$ cat config.mk
export PLATFORM = sky130hd
export DESIGN_NAME = sdsu_bus_slave
export DESIGN_NICKNAME = d
export VERILOG_FILES = /design/src/rtl/sdsu_bus_slave.sv
export SDC_FILE = /design/constraint.sdc
export NUM_CORES = 1
export LEC_CHECK = 0
export CORE_MARGIN = 2
export CORE_UTILIZATION = 48
export CTS_CLUSTER_SIZE = 28
export DETAILED_ROUTE_END_ITERATION = 7
export GPL_TIMING_DRIVEN = 0
export PLACE_DENSITY = 0.79
export REMOVE_ABC_BUFFERS = 1
export SLEW_MARGIN = 20
export SYNTH_ARGS = -nofsm -noshare
export SYNTH_HDL_FRONTEND = slang
export SYNTH_SLANG_ARGS = --single-unit
export TNS_END_PERCENT = 5
$ cat constraint.sdc
create_clock -name clk -period 3.45 [get_ports clk]
set_clock_uncertainty 0.15 [all_clocks]
set_input_delay 1.035 -clock clk [delete_from_list [all_inputs] [get_ports clk]]
set_output_delay 1.035 -clock clk [all_outputs]
set_load 0.1 [all_outputs]
$ cat src/rtl/sdsu_bus_slave.sv
// sdsu_bus_slave: read-only SDSU bus target answering from a synthetic lookup table after a fixed latency.
// Define SDSU_SLAVE_STATS_EN to expose transaction/abort counters at the two words just past the table.
module sdsu_bus_slave #(
   parameter logic [31:0] BASE_ADDR = 32'h0000_1000,
   parameter int unsigned DEPTH     = 256,
   parameter int unsigned LATENCY   = 2,
   parameter logic [31:0] ERR_DATA  = 32'hDEAD_BEEF
) (
   input  logic        clk,
   input  logic        rst_n,
   input  logic        i_valid,
   input  logic        i_start,
   input  logic [31:0] i_address,
   output logic        o_ready,
   output logic [31:0] o_result_data
);
   typedef enum logic [1:0] {IDLE, WAIT, RESP} state_t;
`ifdef SDSU_SLAVE_STATS_EN
   localparam int unsigned STATS_WORDS = 2;
`else
   localparam int unsigned STATS_WORDS = 0;
`endif
   localparam logic [63:0] END_ADDR = 64'(BASE_ADDR) + 64'(DEPTH + STATS_WORDS) * 64'd4;
   if (DEPTH < 1 || DEPTH > 65536 || LATENCY < 1 || LATENCY > 15 || END_ADDR > 64'h1_0000_0000) begin : g_bad_cfg
      $error("sdsu_bus_slave: illegal DEPTH/LATENCY or decoded window wraps the address space");
   end
   state_t      r_state;
   logic [3:0]  r_cnt;
   logic [31:0] r_addr;
   logic [31:0] w_off;
   logic        w_word;
   logic        w_hit;
   logic [31:0] w_data;
   assign w_off  = r_addr - BASE_ADDR;
   assign w_word = r_addr >= BASE_ADDR && w_off[1:0] == 2'b00;
   assign w_hit  = w_word && 32'(w_off[31:2]) < DEPTH;
`ifdef SDSU_SLAVE_STATS_EN
   logic [31:0] r_txn_cnt;
   logic [31:0] r_abort_cnt;
   logic        w_abort;
   assign w_abort = r_state == WAIT && !i_valid;
   always_ff @(posedge clk or negedge rst_n) begin
      if (!rst_n) begin
         r_txn_cnt   <= '0;
         r_abort_cnt <= '0;
      end else begin
         if (r_state == RESP && r_txn_cnt != '1) r_txn_cnt <= r_txn_cnt + 32'd1;
         if (w_abort && r_abort_cnt != '1) r_abort_cnt <= r_abort_cnt + 32'd1;
      end
   end
   // the txn counter is sampled one edge before it counts the current RESP
   assign w_data = w_hit ? {16'hC0DE, w_off[17:2]} :
                   (w_word && 32'(w_off[31:2]) == DEPTH) ? r_txn_cnt :
                   (w_word && 32'(w_off[31:2]) == DEPTH + 32'd1) ? r_abort_cnt : ERR_DATA;
`else
   assign w_data = w_hit ? {16'hC0DE, w_off[17:2]} : ERR_DATA;
`endif
   always_ff @(posedge clk or negedge rst_n) begin
      if (!rst_n) begin
         r_state       <= IDLE;
         r_cnt         <= '0;
         r_addr        <= '0;
         o_ready       <= 1'b0;
         o_result_data <= '0;
      end else begin
         o_ready <= 1'b0;
         case (r_state)
            IDLE:
               if (i_start && i_valid) begin
                  r_addr  <= i_address;
                  r_cnt   <= 4'(LATENCY);
                  r_state <= WAIT;
               end
            WAIT:
               if (!i_valid) r_state <= IDLE;
               else if (r_cnt == '0) begin
                  r_state       <= RESP;
                  o_ready       <= 1'b1;
                  o_result_data <= w_data;
               end else r_cnt <= r_cnt - 4'd1;
            default: r_state <= IDLE;
         endcase
      end
   end
endmodule

==> reports/summary.json <==
{
  "start_util": {"value": 0.489},
  "pin_count_of_the_biggest_net_entering_global_routing": {"value": 59},
  "floorplan.rows": {"value": 27},
  "slew-limit-headroom": {"value": 0.336},
  "critPathTopFamily": {"value": "simple AND/OR/NAND/NOR gates"},
  "boundaryPins": {"value": 69},
  "synth_compound_gate_area_share": {"value": 0.0904},
  "final_core_utilization": {"value": 0.655},
  "routed_wire_length_per_instance": {"value": 15.5, "unit": "µm"},
  "gpl.final_weighted_congestion": {"value": 0.884},
  "regToRegEndpoint": {"value": "o_result_data[5]"},
  "cts_buffer_depth": {"value": 2},
  "hold-path-cell-count": {"value": 1},
  "post_cts_resized": {"value": 0},
  "end_kind": {"value": "flip-flop"},
  "power.static_leakage": {"value": 1.48, "unit": "nW"},
  "yosys.area.top_type_share": {"value": 0.546},
  "cp.required": {"value": 3.52, "unit": "ns"},
  "data_arrival_time_of_the_critical_path": {"value": 3.40, "unit": "ns"},
  "synthCells": {"value": 219},
  "timing_worst_setup_path_type": {"value": "in -> reg"},
  "synth_top_family_by_area": {"value": "simple AND/OR/NAND/NOR gates"},
  "yosys.area_share.adder": {"value": 0.0235},
  "synth_enable_flop_cells": {"value": 0},
  "tritoncts_num_sinks": {"value": 58},
  "syn_avg_cell_area": {"value": 12.1, "unit": "µm²"},
  "worstRegToRegCells": {"value": 7},
  "clock_insertion_delay_worst_skew": {"value": 0.34, "unit": "ns"},
  "cell_types_with_the_highest_counts_after_synthesis": {"value": "dfrtp_1, mux2_2, buf_4"},
  "synth_warnings": {"value": 0},
  "timing.final.crit_period": {"value": 3.33, "unit": "ns"},
  "synth.largest_area_cell": {"value": "dfrtp_1"},
  "gr-usage-all-layers": {"value": 0.200},
  "portBuffers": {"value": 66},
  "finalHoldViolations": {"value": 0},
  "ys_ff_latch": {"value": 58},
  "timing.reg2reg.setup_slack": {"value": 0.62, "unit": "ns"},
  "clock-root-buffer": {"value": "clkbuf_8"},
  "cellPowerDensity": {"value": 979, "unit": "nW/µm²"},
  "worst_slew_pin_slew": {"value": 0.994, "unit": "ns"},
  "dpl.hpwl": {"value": 3.88, "unit": "mm"},
  "cp_num_buf_inv": {"value": 1},
  "grt_pass1_vias": {"value": 1960},
  "layout-drive-gt1-share": {"value": 0.196},
  "ys_seq_area_frac": {"value": 0.546},
  "final_nets": {"value": 321},
  "start_kind": {"value": "primary input"},
  "synth-simple-area-share": {"value": 0.132},
  "post-synth-top-count-cell": {"value": "dfrtp_1"},
  "drcViolationCount": {"value": 0},
  "synth_area": {"value": 2660, "unit": "µm²"},
  "maximum_net_fanout_on_the_critical_path": {"value": 17},
  "yosys-top-cells-area": {"value": "dfrtp_1, mux2_2, buf_4"},
  "hold_path_end": {"value": "o_result_data[14]"},
  "cts_htree_levels": {"value": 3},
  "drt_pass1_iterations": {"value": 6},
  "worst_ir_drop_vdd": {"value": 0.843, "unit": "mV"},
  "finalSetupViolCount": {"value": 0},
  "yosys.area_share.xor_xnor": {"value": 0.0132},
  "fp.dieH": {"value": 78.4, "unit": "µm"},
  "grt_antenna_before_repair": {"value": 0},
  "post_cts.repair.setup_buffers": {"value": 0},
  "floorplan.core_area": {"value": 5440, "unit": "µm²"},
  "timing.rr.start": {"value": "r_addr[12]"},
  "tritoncts_clock_tree": {"value": "built"},
  "clk_transition_reported_paths": {"value": 0.07, "unit": "ns"},
  "slowest_delay": {"value": 0.57, "unit": "ns"},
  "design.die.area": {"value": 6150, "unit": "µm²"},
  "dpl_ws": {"value": -0.228, "unit": "ns"},
  "final.fill_count": {"value": 424},
  "die_width": {"value": 78.4, "unit": "µm"},
  "min_from": {"value": "o_result_data[14]"},
  "wire_length_of_the_first_global_routing_pass": {"value": 9.26, "unit": "mm"},
  "clock.fmax": {"value": 0.300, "unit": "GHz"},
  "ys_dominant_reg_cell": {"value": "dfrtp_1"},
  "via_per_instance_ratio": {"value": 5.17},
  "ys_async_sr_fraction": {"value": 1.00},
  "finalWorstSetupSlack": {"value": 0.122, "unit": "ns"},
  "status": {"value": "finished, final reports clean"},
  "post_synth_num_cell_types": {"value": 44},
  "period_share": {"value": 0.965},
  "drt_first_iter_violations": {"value": 71},
  "postRouteWirelength": {"value": 5.54, "unit": "mm"},
  "num_vias": {"value": 1847},
  "cell_at_the_slowest_stage_of_the_critical_path": {"value": "or4_4"},
  "syn_to_final_growth": {"value": 34.0, "unit": "%"},
  "post_cts_hold_buffer_count": {"value": 0},
  "tns": {"value": 0, "unit": "ns"},
  "cts_buffers": {"value": 9},
  "synth.area.mux_share": {"value": 0.130},
  "worstHoldPathType": {"value": "reg -> reg"},
  "final_max_slew_viol_count": {"value": 0},
  "drv.max_cap_violation_count": {"value": 0},
  "grt-ovfl-total": {"value": 0},
  "unrepaired_setup_endpoints_after_global_routing": {"value": "no"},
  "finalHoldWorstSlack": {"value": 0.334, "unit": "ns"},
  "insertedDiodeCount": {"value": 0},
  "final_antenna_net_count": {"value": 0},
  "cp_cell_sequence": {"value": "clkdlybuf4s50_1 -> and3b_1 -> nand2_2 -> or4_4 -> nor4_4 -> nand4_4 -> o22a_1"}
}
-- cell usage in the layout (no fill, tap or decap), drive strengths merged, types with 2 or more instances in the layout --
master / Yosys / final
and3: 2 / 2
mux2i: 3 / 3
a21oi: 3 / 3
buf: 17 / 4
inv: 10 / 10
bufinv: 0 / 2
nand3: 2 / 2
and2: 2 / 2
clkbuf: 3 / 12
and3b: 2 / 2
mux2: 28 / 28
or4: 2 / 2
nand2b: 2 / 2
nor2: 10 / 10
o21a: 4 / 4
nor3: 3 / 3
nor3b: 2 / 2
xnor2: 4 / 4
ha: 5 / 5
o22a: 10 / 10
clkdlybuf4s50: 0 / 65
o21ai: 12 / 12
nor4: 8 / 8
dfrtp: 58 / 58
nor4b: 2 / 2
nand2: 13 / 13
conb: 1 / 2
-- stage by stage --
step / instance area [µm²] / power, mW / std cells
floorplan: 2530 / 2.38 / 200
CTS: 3560 / 3.51 / 357
finish: 3560 / 3.49 / 357
global placement: 3280 / 2.72 / 338
detailed placement: 3320 / 2.77 / 341
global route: 3560 / 3.65 / 357
-- worst reg2reg max path, cell delays in order, from the launching register on --
cell     delay [ns]
dfrtp_1        0.43
inv_1          0.12
ha_1           0.28
nor4b_1        0.42
nor4b_1        0.38
mux2i_1        0.33
nand4_4        0.32
o22a_1         0.29
-- cells by family after synthesis --
kind of cell             after synthesis
AO/OA/AOI/OAI                         35
XOR/XNOR                               4
adder cells (fa/ha/maj)                5
buffers and inverters                 30
flip-flops                            58
multiplexers                          31
other                                  1
AND/OR/NAND/NOR                       55
-- power breakdown --
| group | internal (mW) | switching [mW] | total [mW] |
|---|---|---|---|
| Clock | 0.464 | 0.267 | 0.731 |
| Sequential | 0.918 | 0.228 | 1.15 |
| Combinational | 0.501 | 1.11 | 1.61 |
| Total | 1.88 | 1.60 | 3.49 |
-- area by class of cell --
type | count | area, µm² | share of cell area
multi-input cells | 132 | 1060 | 0.297
clock buffers | 12 | 165 | 0.0464
well taps | 72 | 90.1 | 0.0253
clock inverters | 4 | 72.6 | 0.0204
inverters | 10 | 37.5 | 0.0105
repair buffers | 69 | 688 | 0.193
flip-flops and latches | 58 | 1450 | 0.407
-- routing by layer --
layer  share of wire  GRT usage  wire (µm)
met1            0.43      0.240       2360
met4           0.015     0.0912         82
met3           0.074     0.0897        407
met2            0.48      0.309       2680
met5               0          0          0
-- state kept, by name, indices dropped and copies added (netlist names) --
| name | count |
|---|---|
| r_addr | 32 |
| o_result_data | 19 |
| r_cnt | 4 |
| o_ready | 1 |
| r_state | 2 |
-- worst max-delay path by stage --
stage                       end  slack (ns)  cells past startpoint     from
2_1_floorplan         r_addr[0]       -1.85                      2  i_valid
3_3_place_gp          r_addr[0]       -4.21                      3  i_valid
3_5_place_dp   o_result_data[6]       -0.23                      7  i_valid
4_1_cts        o_result_data[6]        0.13                      7  i_valid
5_1_grt        o_result_data[9]        0.04                      7  i_valid
6_report       o_result_data[5]        0.12                      7  i_valid
(Power assumes the default switching activity.)
